### src/rtl/count_bcd_display_if.sv
// Count/display bundle between the counter chain and the seven-segment display block.
// Latency: none, wires only.
// Backpressure: none; count_in is sampled by the display block on its own schedule.
//
// Signals:
//   count_in  binary count from the counter chain
//   hex_out   active-low segment patterns, digit k at [7k+6:7k]
//   busy      conversion in progress
//   valid     first conversion has been displayed
//   overflow  displayed value exceeded 10^NUM_DIGITS-1
//   overrun   sticky, a sample tick arrived while busy
interface count_bcd_display_if #(
  parameter int IN_WIDTH   = 16,
  parameter int NUM_DIGITS = 5
);
  logic [IN_WIDTH-1:0]     count_in;
  logic [7*NUM_DIGITS-1:0] hex_out;
  logic                    busy;
  logic                    valid;
  logic                    overflow;
  logic                    overrun;

  // Upstream side: supplies the count and watches the display status.
  modport master (
    output count_in,
    input  hex_out, busy, valid, overflow, overrun
  );

  // Display block side.
  modport slave (
    input  count_in,
    output hex_out, busy, valid, overflow, overrun
  );
endinterface

### src/rtl/count_bcd_display.sv
// Samples count_in every SAMPLE_PERIOD cycles, converts it to BCD by double-dabble, drives HEX.
// Latency: hex_out updates IN_WIDTH+2 cycles after the tick cycle that captured the count.
// Backpressure: none; a tick arriving mid-conversion is dropped and sets the sticky overrun flag.
//
// Ports:
//   clk    rising-edge clock
//   reset  asynchronous active-low reset (0 = reset)
//   bus    count_bcd_display_if.slave: count_in in; hex_out, busy, valid, overflow, overrun out
//
// Optional build macro LEADING_ZERO_BLANK_EN: when defined, leading zero digits above digit 0
// are shown blank instead of as '0'. Overflow dashes are not affected.
module count_bcd_display #(
  parameter int IN_WIDTH      = 16,
  parameter int NUM_DIGITS    = 5,
  parameter int SAMPLE_PERIOD = 50000000
) (
  input  logic                clk,
  input  logic                reset,
  count_bcd_display_if.slave  bus
);

  // BCD register carries one guard digit above the displayed digits.
  localparam int BW = 4 * (NUM_DIGITS + 1);
  localparam int TW = (SAMPLE_PERIOD > 1) ? $clog2(SAMPLE_PERIOD) : 1;
  localparam int IW = $clog2(IN_WIDTH + 1);

  localparam logic [6:0] SEG_BLANK = 7'h7F;
  localparam logic [6:0] SEG_DASH  = 7'h3F;

  // The guard digit only catches every overflow if the input cannot exceed
  // NUM_DIGITS+1 decimal digits: IN_WIDTH <= 3.32*(NUM_DIGITS+1).
  if (IN_WIDTH * 100 > 332 * (NUM_DIGITS + 1)) begin : g_bad_cfg
    $error("count_bcd_display: IN_WIDTH too large for NUM_DIGITS+1 BCD digits");
  end

  typedef enum logic [1:0] {
    IDLE  = 2'd0,
    SHIFT = 2'd1,
    DONE  = 2'd2
  } state_t;

  state_t                  state_q, state_d;
  logic [TW-1:0]           timer_q, timer_d;
  logic [IN_WIDTH-1:0]     shift_q, shift_d;
  logic [BW-1:0]           bcd_q, bcd_d;
  logic [IW-1:0]           iter_q, iter_d;
  logic [7*NUM_DIGITS-1:0] hex_q, hex_d;
  logic                    busy_q, busy_d;
  logic                    valid_q, valid_d;
  logic                    overflow_q, overflow_d;
  logic                    overrun_q, overrun_d;

  logic                    tick;
  logic [BW-1:0]           bcd_adj;
`ifdef LEADING_ZERO_BLANK_EN
  logic                    lead;
`endif

  // Active-low {g,f,e,d,c,b,a} pattern for one decimal digit.
  function automatic logic [6:0] seg7(input logic [3:0] d);
    case (d)
      4'd0:    seg7 = 7'h40;
      4'd1:    seg7 = 7'h79;
      4'd2:    seg7 = 7'h24;
      4'd3:    seg7 = 7'h30;
      4'd4:    seg7 = 7'h19;
      4'd5:    seg7 = 7'h12;
      4'd6:    seg7 = 7'h02;
      4'd7:    seg7 = 7'h78;
      4'd8:    seg7 = 7'h00;
      4'd9:    seg7 = 7'h10;
      default: seg7 = SEG_BLANK;
    endcase
  endfunction

  assign tick = (timer_q == TW'(SAMPLE_PERIOD - 1));

  // Double-dabble correction: any digit >= 5 gets +3 so the following
  // left shift carries correctly into the next decimal digit.
  always_comb begin
    bcd_adj = bcd_q;
    for (int k = 0; k < NUM_DIGITS + 1; k++) begin
      if (bcd_q[4*k +: 4] >= 4'd5) begin
        bcd_adj[4*k +: 4] = bcd_q[4*k +: 4] + 4'd3;
      end
    end
  end

  always_comb begin
    state_d    = state_q;
    shift_d    = shift_q;
    bcd_d      = bcd_q;
    iter_d     = iter_q;
    hex_d      = hex_q;
    busy_d     = busy_q;
    valid_d    = valid_q;
    overflow_d = overflow_q;
    overrun_d  = overrun_q;
`ifdef LEADING_ZERO_BLANK_EN
    lead       = 1'b1;
`endif

    // Free-running sample timer, independent of the sequencer.
    timer_d = tick ? '0 : timer_q + TW'(1);

    // Ticks are never queued; one that finds the sequencer busy is lost.
    if (tick && (state_q != IDLE)) begin
      overrun_d = 1'b1;
    end

    case (state_q)
      IDLE: begin
        if (tick) begin
          shift_d = bus.count_in;
          bcd_d   = '0;
          iter_d  = '0;
          busy_d  = 1'b1;
          state_d = SHIFT;
        end
      end

      SHIFT: begin
        {bcd_d, shift_d} = {bcd_adj[BW-2:0], shift_q, 1'b0};
        iter_d = iter_q + IW'(1);
        if (iter_q == IW'(IN_WIDTH - 1)) begin
          state_d = DONE;
        end
      end

      DONE: begin
        for (int k = 0; k < NUM_DIGITS; k++) begin
          hex_d[7*k +: 7] = seg7(bcd_q[4*k +: 4]);
        end
`ifdef LEADING_ZERO_BLANK_EN
        // Blank zeros from the top down until the first nonzero digit;
        // digit 0 is never blanked so a zero count still shows '0'.
        for (int k = NUM_DIGITS - 1; k >= 1; k--) begin
          if (lead && (bcd_q[4*k +: 4] == 4'd0)) begin
            hex_d[7*k +: 7] = SEG_BLANK;
          end else begin
            lead = 1'b0;
          end
        end
`endif
        if (bcd_q[BW-1 -: 4] != 4'd0) begin
          hex_d      = {NUM_DIGITS{SEG_DASH}};
          overflow_d = 1'b1;
        end else begin
          overflow_d = 1'b0;
        end
        valid_d = 1'b1;
        busy_d  = 1'b0;
        state_d = IDLE;
      end

      default: begin
        state_d = IDLE;
        busy_d  = 1'b0;
      end
    endcase
  end

  always_ff @(posedge clk or negedge reset) begin
    if (!reset) begin
      state_q    <= IDLE;
      timer_q    <= '0;
      shift_q    <= '0;
      bcd_q      <= '0;
      iter_q     <= '0;
      hex_q      <= {NUM_DIGITS{SEG_BLANK}};
      busy_q     <= 1'b0;
      valid_q    <= 1'b0;
      overflow_q <= 1'b0;
      overrun_q  <= 1'b0;
    end else begin
      state_q    <= state_d;
      timer_q    <= timer_d;
      shift_q    <= shift_d;
      bcd_q      <= bcd_d;
      iter_q     <= iter_d;
      hex_q      <= hex_d;
      busy_q     <= busy_d;
      valid_q    <= valid_d;
      overflow_q <= overflow_d;
      overrun_q  <= overrun_d;
    end
  end

  assign bus.hex_out  = hex_q;
  assign bus.busy     = busy_q;
  assign bus.valid    = valid_q;
  assign bus.overflow = overflow_q;
  assign bus.overrun  = overrun_q;

endmodule

### src/flat_wrapper.sv
// flat-port wrapper written by rule: the top's interface ports become plain ports
module count_bcd_display_flat 
#(
  parameter int IN_WIDTH      = 16,
  parameter int NUM_DIGITS    = 5,
  parameter int SAMPLE_PERIOD = 50000000
)
  (clk, reset, bus_count_in, bus_hex_out, bus_busy, bus_valid, bus_overflow, bus_overrun);
  count_bcd_display_if #(.IN_WIDTH(IN_WIDTH), .NUM_DIGITS(NUM_DIGITS)) bus_i ();
  input  logic clk;
  input  logic reset;
  input wire logic [$bits(bus_i.count_in)-1:0] bus_count_in;
  output wire logic [$bits(bus_i.hex_out)-1:0] bus_hex_out;
  output wire logic [$bits(bus_i.busy)-1:0] bus_busy;
  output wire logic [$bits(bus_i.valid)-1:0] bus_valid;
  output wire logic [$bits(bus_i.overflow)-1:0] bus_overflow;
  output wire logic [$bits(bus_i.overrun)-1:0] bus_overrun;
  assign bus_i.count_in = bus_count_in;
  assign bus_hex_out = bus_i.hex_out;
  assign bus_busy = bus_i.busy;
  assign bus_valid = bus_i.valid;
  assign bus_overflow = bus_i.overflow;
  assign bus_overrun = bus_i.overrun;
  count_bcd_display #(.IN_WIDTH(IN_WIDTH), .NUM_DIGITS(NUM_DIGITS), .SAMPLE_PERIOD(SAMPLE_PERIOD)) u_core (.clk(clk), .reset(reset), .bus(bus_i));
endmodule
### config.mk
export PLATFORM = sky130hd
export DESIGN_NAME = count_bcd_display_flat
export DESIGN_NICKNAME = d
export VERILOG_FILES = /design/src/rtl/count_bcd_display_if.sv /design/src/rtl/count_bcd_display.sv /design/src/flat_wrapper.sv
export SDC_FILE = /design/constraint.sdc
export NUM_CORES = 1
export LEC_CHECK = 0
export ABC_CLOCK_PERIOD_IN_PS = 2650
export CORE_ASPECT_RATIO = 0.9
export CORE_MARGIN = 2
export CORE_UTILIZATION = 41
export DETAILED_ROUTE_END_ITERATION = 6
export PLACE_DENSITY = 0.62
export SYNTH_ARGS = -nofsm -noshare
export SYNTH_HDL_FRONTEND = slang
export SYNTH_SLANG_ARGS = --single-unit
### constraint.sdc
create_clock -name clk -period 2.65 [get_ports clk]
set_input_delay 0.265 -clock clk [delete_from_list [all_inputs] [get_ports clk]]
set_output_delay 0.265 -clock clk [all_outputs]
set_load 0.005 [all_outputs]
==> reports/metrics.csv, run 1 <==
stage,metric,value,unit
critical_path,start_kind,register,
logic_synthesis,syn-instance-count,634,
logic_synthesis,yosysWarnings,0,
timing,tightest_slew,776.2,ps
run_status,status,completed,
route,wl_met2,6.346,mm
timing,post-route-period-util,86.42,%
timing,setup_viol,0,
die,dieArea,15880,µm²
route,wl,13.28,mm
timing,setup_tns,0,ps
route,wl_met1,6.293,mm
clock_tree,clk_pin_slew,70,ps
global_routing,grt_pass1_wl,22.81,mm
critical_path,crit_arrival,2520,ps
finish,layout-area-overhead-vs-synth,17.63,%
route,first_pass_iters,4,
finish,num-fill-cells,1390,
logic_synthesis,netlist_area,6102,µm²
clock_tree,cts_max_path_buffers,2,
timing,clock_skew,11.71,ps
logic_synthesis,syn_area_per_cell,9.625,µm²
global_routing,antenna_found_initial,0,
die,floorplan.initialDensity,41.77,%
die,die_h,119.7,µm
critical_path,crit_type,register to register,
finish,insertedDiodeCount,0,
route,vias,4714,
finish,drive_above_1_share,13.79,%
power_and_ir_drop,fin_total_pwr,3085,µW
route,wl_met3,454,µm
critical_path,path_max_fanout,15,
place,io_buffers,56,
clock_tree,clock_latency,360,ps
route,highest_layer,met4,
logic_synthesis,ys.flop_type,dfrtp_1,
power_and_ir_drop,irDropWorstVdd,366.2,µV
die,die_x,132.6,µm
logic_synthesis,synth_common_cells,"77 x dfrtp_1, 72 x nor2_1, 54 x a21oi_1",
logic_synthesis,synth_edf_count,0,
global_routing,grt_pass1_vias,4661,
clock_tree,cts_tree,done,
route,drcViolationCount,0,
logic_synthesis,yosysSeqAreaShare,46.65,%
logic_synthesis,synth.most_common_cell,dfrtp_1,
critical_path,crit_required,2880,ps
power_and_ir_drop,p_leak,0.002856,µW
logic_synthesis,ys_top_cells_by_area,"dfrtp_1 32%, dfstp_2 15%, ha_1 7.4%",
timing,maxSlewViolCount,0,
route,ant_nets,0,
clock_tree,cts_sinks,112,
route,routedWlPerCell,14.97,µm
global_routing,track_usage,17.66,%
timing,fmax,436.7,MHz
clock_tree,post_cts_buffers,0,
die,coreArea,14610,µm²
die,num_rows,42,
logic_synthesis,ys_ff_latch,112,
logic_synthesis,synth_top_cell_by_area,dfrtp_1,
place,post-dp-hpwl,9.367,mm
clock_tree,cts_root_buffer,clkbuf_16,
place,globalplace.congestion,0.8466,
global_routing,gr-total-overflow,0,
logic_synthesis,synth.distinct_cells,60,
logic_synthesis,async_reset_ff_share,100.0,%
clock_tree,htree_levels,3,
job,maxCapViolations,0,
critical_path,cp_cell_sequence,and4_1 > nand3_4 > or4b_1 > o22ai_1 > a21oi_1,
power_and_ir_drop,power_density,429.7,nW/µm²
hold_path,hp-class,register to register,
critical_path,cpMaxStageDelayCell,or4b_1,
die,ios,57,
timing,min_period,2290,ps
critical_path,end_kind,register,
logic_synthesis,synth_top_area_share,31.58,%
finish,final_nets,738,
global_routing,grt_max_degree,59,
clock_tree,numCtsBuffers,9,
timing,relSlewSlack,48.25,%
timing,hold_viol_final,0,
critical_path,slowest_delay,880,ps
timing,rsz0062_at_grt,no,
logic_synthesis,syn_nets,688,
route,drtIter0Drc,301,
route,vias_per_cell,5.315,
==> what timing repair did <==
action / CTS / global route
endpoints found under the setup margin: 0 / 0
gates resized for setup: 0 / 0
hold buffers: 1 / 0
hold endpoints to repair: 5 / 0
==> cell usage in the layout (no fill, tap or decap), types with 10 or more instances in the layout <==
master | synthesis | routed
clkdlybuf4s50_1 | 0 | 55
nor2_1 | 72 | 71
nand2_1 | 50 | 50
a21oi_1 | 54 | 54
o22a_1 | 13 | 13
o21ai_0 | 41 | 41
inv_1 | 26 | 26
xor2_1 | 10 | 10
buf_4 | 1 | 18
nand3_1 | 10 | 10
ha_1 | 36 | 36
nand2b_1 | 12 | 12
o22ai_1 | 38 | 38
dfrtp_1 | 77 | 77
nor3_1 | 10 | 10
xnor2_1 | 19 | 19
dfstp_2 | 35 | 35
o22ai_2 | 10 | 10
==> power breakdown <==
| group | switching (µW) | internal [µW] |
|---|---|---|
| clock | 657 | 649 |
| sequential | 0 | 1710 |
| combinational | 40.4 | 28.1 |
==> area by class of cell <==
type                       count  area (µm²)  share of cell area [%]
clock inverter                 7       55.05                  0.7670
timing repair buffer          75       715.7                   9.970
tap                          198       247.7                   3.451
sequential                   112        2846                   39.65
multi-input combinational    458        2983                   41.55
clock buffer                   9       225.2                   3.138
inverter                      28       105.1                   1.464
==> routing by layer <==
layer,up-vias,track usage (%)
met3,13,3.802
met5,-,0
li1,2355,-
met2,76,29.05
met4,0,5.309
met1,2270,23.51
==> final timing paths <==
path	from	slack (ps)	cells after the start	end
setup reg to reg	u_core.timer_q[2]$_DFF_PN0_	360	5	u_core.shift_q[4]$_DFFE_PN0P_
setup / recovery	u_core.timer_q[2]$_DFF_PN0_	360	5	u_core.shift_q[4]$_DFFE_PN0P_
max in group asynchronous	reset	1360	3	u_core.bus.hex_out[1]$_DFFE_PN1N_
hold / removal	u_core.bus.valid$_DFFE_PN0N_	470	1	u_core.bus.valid$_DFFE_PN0N_
hold reg to reg	u_core.bus.valid$_DFFE_PN0N_	470	1	u_core.bus.valid$_DFFE_PN0N_
min in group asynchronous	reset	520	2	u_core.bcd_q[22]$_DFFE_PN0P_
==> kinds of logic (layout without fill, tap and decap cells) <==
logic type      after synthesis  in the layout  synth area share, %
xor+xnor                     29             29                4.162
compound gates              185            185                19.38
fa+ha+maj                    36             36                7.382
mux                          12             12                2.030
simple gates                196            196                15.79
buf+inv                      64            119                4.613
flops                       112            112                46.65
==> registers in the layout, indices dropped and copies added (netlist names), 2 cells and up <==
register / flops
u_core.state_q: 2
u_core.timer_q: 26
u_core.shift_q: 16
u_core.bus.hex_out: 35
u_core.bcd_q: 24
u_core.iter_q: 5
==> metrics by stage <==
| stage | std cells | setup WS [ps] | util, % | hold WS (ps) | cell area, µm² |
|---|---|---|---|---|---|
| 6_report | 887 | 359.9 | 49.14 | 471.4 | 7178 |
| 5_1_grt | 887 | 160.0 | 49.14 | 487.3 | 7178 |
| 4_1_cts | 887 | 359.5 | 49.14 | 474.3 | 7178 |
| 3_5_place_dp | 870 | 380.0 | 47.15 | 400.0 | 6888 |
| 3_3_place_gp | 870 | 429.5 | 47.15 | 387.4 | 6888 |
| 2_1_floorplan | 634 | 580.4 | - | -30.59 | 6102 |
==> worst max-delay path, delay by kind of cell (launching register included) <==
family / cells / cell delay, ps
and+or+nand+nor: 3 / 1410
DFF: 1 / 410
AOI/OAI and AO/OA: 2 / 340
Power figures use the tool's default switching activity.
==> run 2, diff against run 1 <==
--- a/config.mk
+++ b/config.mk
@@ -5,12 +5,12 @@
 export SDC_FILE = /design/constraint.sdc
 export NUM_CORES = 1
 export LEC_CHECK = 0
-export ABC_CLOCK_PERIOD_IN_PS = 2650
+export ABC_CLOCK_PERIOD_IN_PS = 1900
 export CORE_ASPECT_RATIO = 0.9
 export CORE_MARGIN = 2
 export CORE_UTILIZATION = 41
 export DETAILED_ROUTE_END_ITERATION = 6
-export PLACE_DENSITY = 0.62
+export PLACE_DENSITY = 0.65
 export SYNTH_ARGS = -nofsm -noshare
 export SYNTH_HDL_FRONTEND = slang
 export SYNTH_SLANG_ARGS = --single-unit
==> constraint.sdc (replaced) <==
create_clock -name clk -period 1.9 [get_ports clk]
set_input_delay 0.19 -clock clk [delete_from_list [all_inputs] [get_ports clk]]
set_output_delay 0.19 -clock clk [all_outputs]
set_load 0.005 [all_outputs]
==> run 2 against run 1 <==
  * The flow now finishes with violations (setup timing)
  * Worst setup slack got worse by 450 ps
  * Cell area increased by 7.9%
  * Core utilization up 3.9 points
  * First-iteration DRC count up 47%
  * Via count up 5.9%
  * Total power up 47%
  * Cell count up 5.1%
  * Highest routed layer unchanged
==> reports/metrics.csv, run 2 (same netlist as run 1, synthesis figures left out) <==
stage,metric,value,unit
place,io_buffers,56,
route,drcViolationCount,0,
route,routedWlPerCell,15.33,µm
finish,drive_above_1_share,21.39,%
timing,tightest_slew,537.7,ps
timing,rsz0062_at_grt,yes,
timing,clock_skew,10.11,ps
clock_tree,cts_max_path_buffers,2,
timing,hold_viol_final,0,
place,dpl_cell_area,7242,µm²
global_routing,grt_pass1_wl,23.78,mm
clock_tree,clk_pin_slew,70,ps
global_routing,grt_pass1_vias,4907,
critical_path,cp_cell_sequence,nor4_4 > nand3_1 > or4b_4 > buf_12 > o22ai_2 > a21oi_1,
job,maxCapViolations,0,
global_routing,antenna_found_initial,0,
finish,final_common_cell,dfrtp_1,
global_routing,gr-total-overflow,0,
clock_tree,cts_sinks,112,
critical_path,crit_arrival,2230,ps
power_and_ir_drop,power_density,584.5,nW/µm²
finish,num-fill-cells,1364,
place,post-place-ws,-75.07,ps
finish,layout_common_cells,"77 x dfrtp_1, 70 x nor2_1, 55 x clkdlybuf4s50_1, 55 x buf_4, 54 x a21oi_1",
global_routing,track_usage,18.44,%
die,ios,57,
route,vias_per_cell,5.355,
finish,final_nets,783,
critical_path,slowest_delay,530,ps
finish,largest_register_ffs,35,
timing,setup_viol,34,
critical_path,cpMaxStageDelayCell,or4b_4,
critical_path,end_kind,register,
clock_tree,clock_latency,360,ps
route,ant_nets,0,
critical_path,worstReg2RegStart,u_core.timer_q[8]$_DFF_PN0_,
global_routing,grt_max_degree,37,
timing,post-route-period-util,105.0,%
finish,insertedDiodeCount,0,
hold_path,hp-class,primary input to async pin,
clock_tree,cts_root_buffer,clkbuf_16,
critical_path,setup.worst_path.end,u_core.shift_q[5]$_DFFE_PN0P_,
die,coreArea,14610,µm²
power_and_ir_drop,p_leak,0.003145,µW
die,num_rows,42,
timing,relSlewSlack,63.70,%
clock_tree,numCtsBuffers,9,
critical_path,crit_type,register to register,
timing,fmax,501.3,MHz
critical_path,reg2reg_slack,-90,ps
route,wl,14.29,mm
critical_path,crit_required,2140,ps
critical_path,startpoint,u_core.timer_q[8]$_DFF_PN0_,
timing,setup_ws,-94.80,ps
power_and_ir_drop,irDropWorstVdd,548.6,µV
run_status,status,finished with violations,
clock_tree,cts_tree,done,
clock_tree,htree_levels,3,
critical_path,path_max_fanout,15,
critical_path,reg2regPathDepth,6,
die,dieArea,15880,µm²
die,floorplan.initialDensity,41.77,%
critical_path,r2r-end,u_core.shift_q[5]$_DFFE_PN0P_,
route,first_pass_iters,4,
critical_path,cp.depth,6,
place,globalplace.congestion,0.8565,
critical_path,critPathTopFamily,simple AND/OR/NAND/NOR gates,
finish,final_design_area_no_fill,7742,µm²
place,post-dp-hpwl,9.969,mm
run_status,violations,setup timing,
finish,layout-area-overhead-vs-synth,26.88,%
critical_path,start_kind,register,
die,die_x,132.6,µm
timing,maxSlewViolCount,0,
route,vias,4991,
route,drtIter0Drc,441,
die,die_h,119.7,µm
critical_path,cp_num_buf_inv,1,
timing,min_period,1995,ps
[run 2: cell types whose count changed in the layout (fill, tap and decap cells not counted), sizes merged]
cell,delta
bufinv,+2
buf,+45
inv,-2
[run 2: what timing repair did]
action,4_1_cts,5_1_grt
setup buffers,1,5
resized for setup,10,21
gates cloned,0,0
pin swaps,4,3
setup endpoints to repair,40,67
endpoints found under the hold margin,14,0
hold buffers,1,0
[run 2: per-layer routing]
metal | share of wire [%] | wire length, µm | up-vias | GRT usage [%]
met5 | 0 | 0 | - | 0
met4 | 1.0 | 147 | 0 | 3.763
met3 | 4.1 | 588 | 11 | 4.309
met2 | 48 | 6877 | 112 | 31.22
met1 | 47 | 6675 | 2435 | 24.30
li1 | - | - | 2433 | -
[run 2: area by class of cell]
| type | count | area, µm² | share of cell area, % |
|---|---|---|---|
| Multi-Input combinational cell | 458 | 3105 | 40.11 |
| Tap cell | 198 | 247.7 | 3.200 |
| Timing Repair Buffer | 120 | 1119 | 14.45 |
| Inverter | 28 | 105.1 | 1.357 |
| Clock inverter | 7 | 93.84 | 1.212 |
| Sequential cell | 112 | 2846 | 36.76 |
| Clock buffer | 9 | 225.2 | 2.909 |
[run 2: power breakdown]
| group | leakage [µW] | switching (µW) | total (µW) | internal, µW |
|---|---|---|---|---|
| sequential | 0.00134 | 0 | 2390 | 2390 |
| clock | 0.000152 | 881 | 2040 | 1160 |
| combinational | 0.00165 | 58.5 | 102 | 44.0 |
| total | 0.00314 | 939 | 4530 | 3590 |
[run 2: how the worst min path moves through the flow]
stage	from	to	cells after the start	slack [ps]
after floorplan	reset	u_core.bcd_q[0]$_DFFE_PN0P_	0	-110
after global placement	reset	u_core.bus.valid$_DFFE_PN0N_	1	190
after detailed placement	reset	u_core.bcd_q[16]$_DFFE_PN0P_	1	200
after CTS	reset	u_core.bcd_q[10]$_DFFE_PN0P_	2	350
after global routing	reset	u_core.bcd_q[10]$_DFFE_PN0P_	2	370
final	reset	u_core.bcd_q[16]$_DFFE_PN0P_	2	350
[run 2: through the flow]
| step | setup TNS [ps] | total power [µW] | hold WS, ps | instances | utilization (%) |
|---|---|---|---|---|---|
| 2_1_floorplan | -437.7 | 2433 | -105.6 | 634 | - |
| 3_3_place_gp | 0 | 2531 | 194.2 | 909 | 49.57 |
| 3_5_place_dp | -1020 | 2533 | 197.0 | 909 | 49.57 |
| 4_1_cts | -680.4 | 4579 | 348.8 | 927 | 52.24 |
| 5_1_grt | -3405 | 4687 | 368.0 | 932 | 53.00 |
| 6_report | -1108 | 4525 | 348.7 | 932 | 53.00 |
==> run 3, diff against run 2 <==
--- a/config.mk
+++ b/config.mk
@@ -10,6 +10,7 @@
 export CORE_MARGIN = 2
 export CORE_UTILIZATION = 41
 export DETAILED_ROUTE_END_ITERATION = 6
+export HOLD_SLACK_MARGIN = 0.06
 export PLACE_DENSITY = 0.65
 export SYNTH_ARGS = -nofsm -noshare
 export SYNTH_HDL_FRONTEND = slang
==> results of run 3 <==
The final DEF is identical to that of run 2; final timing and power are the same.
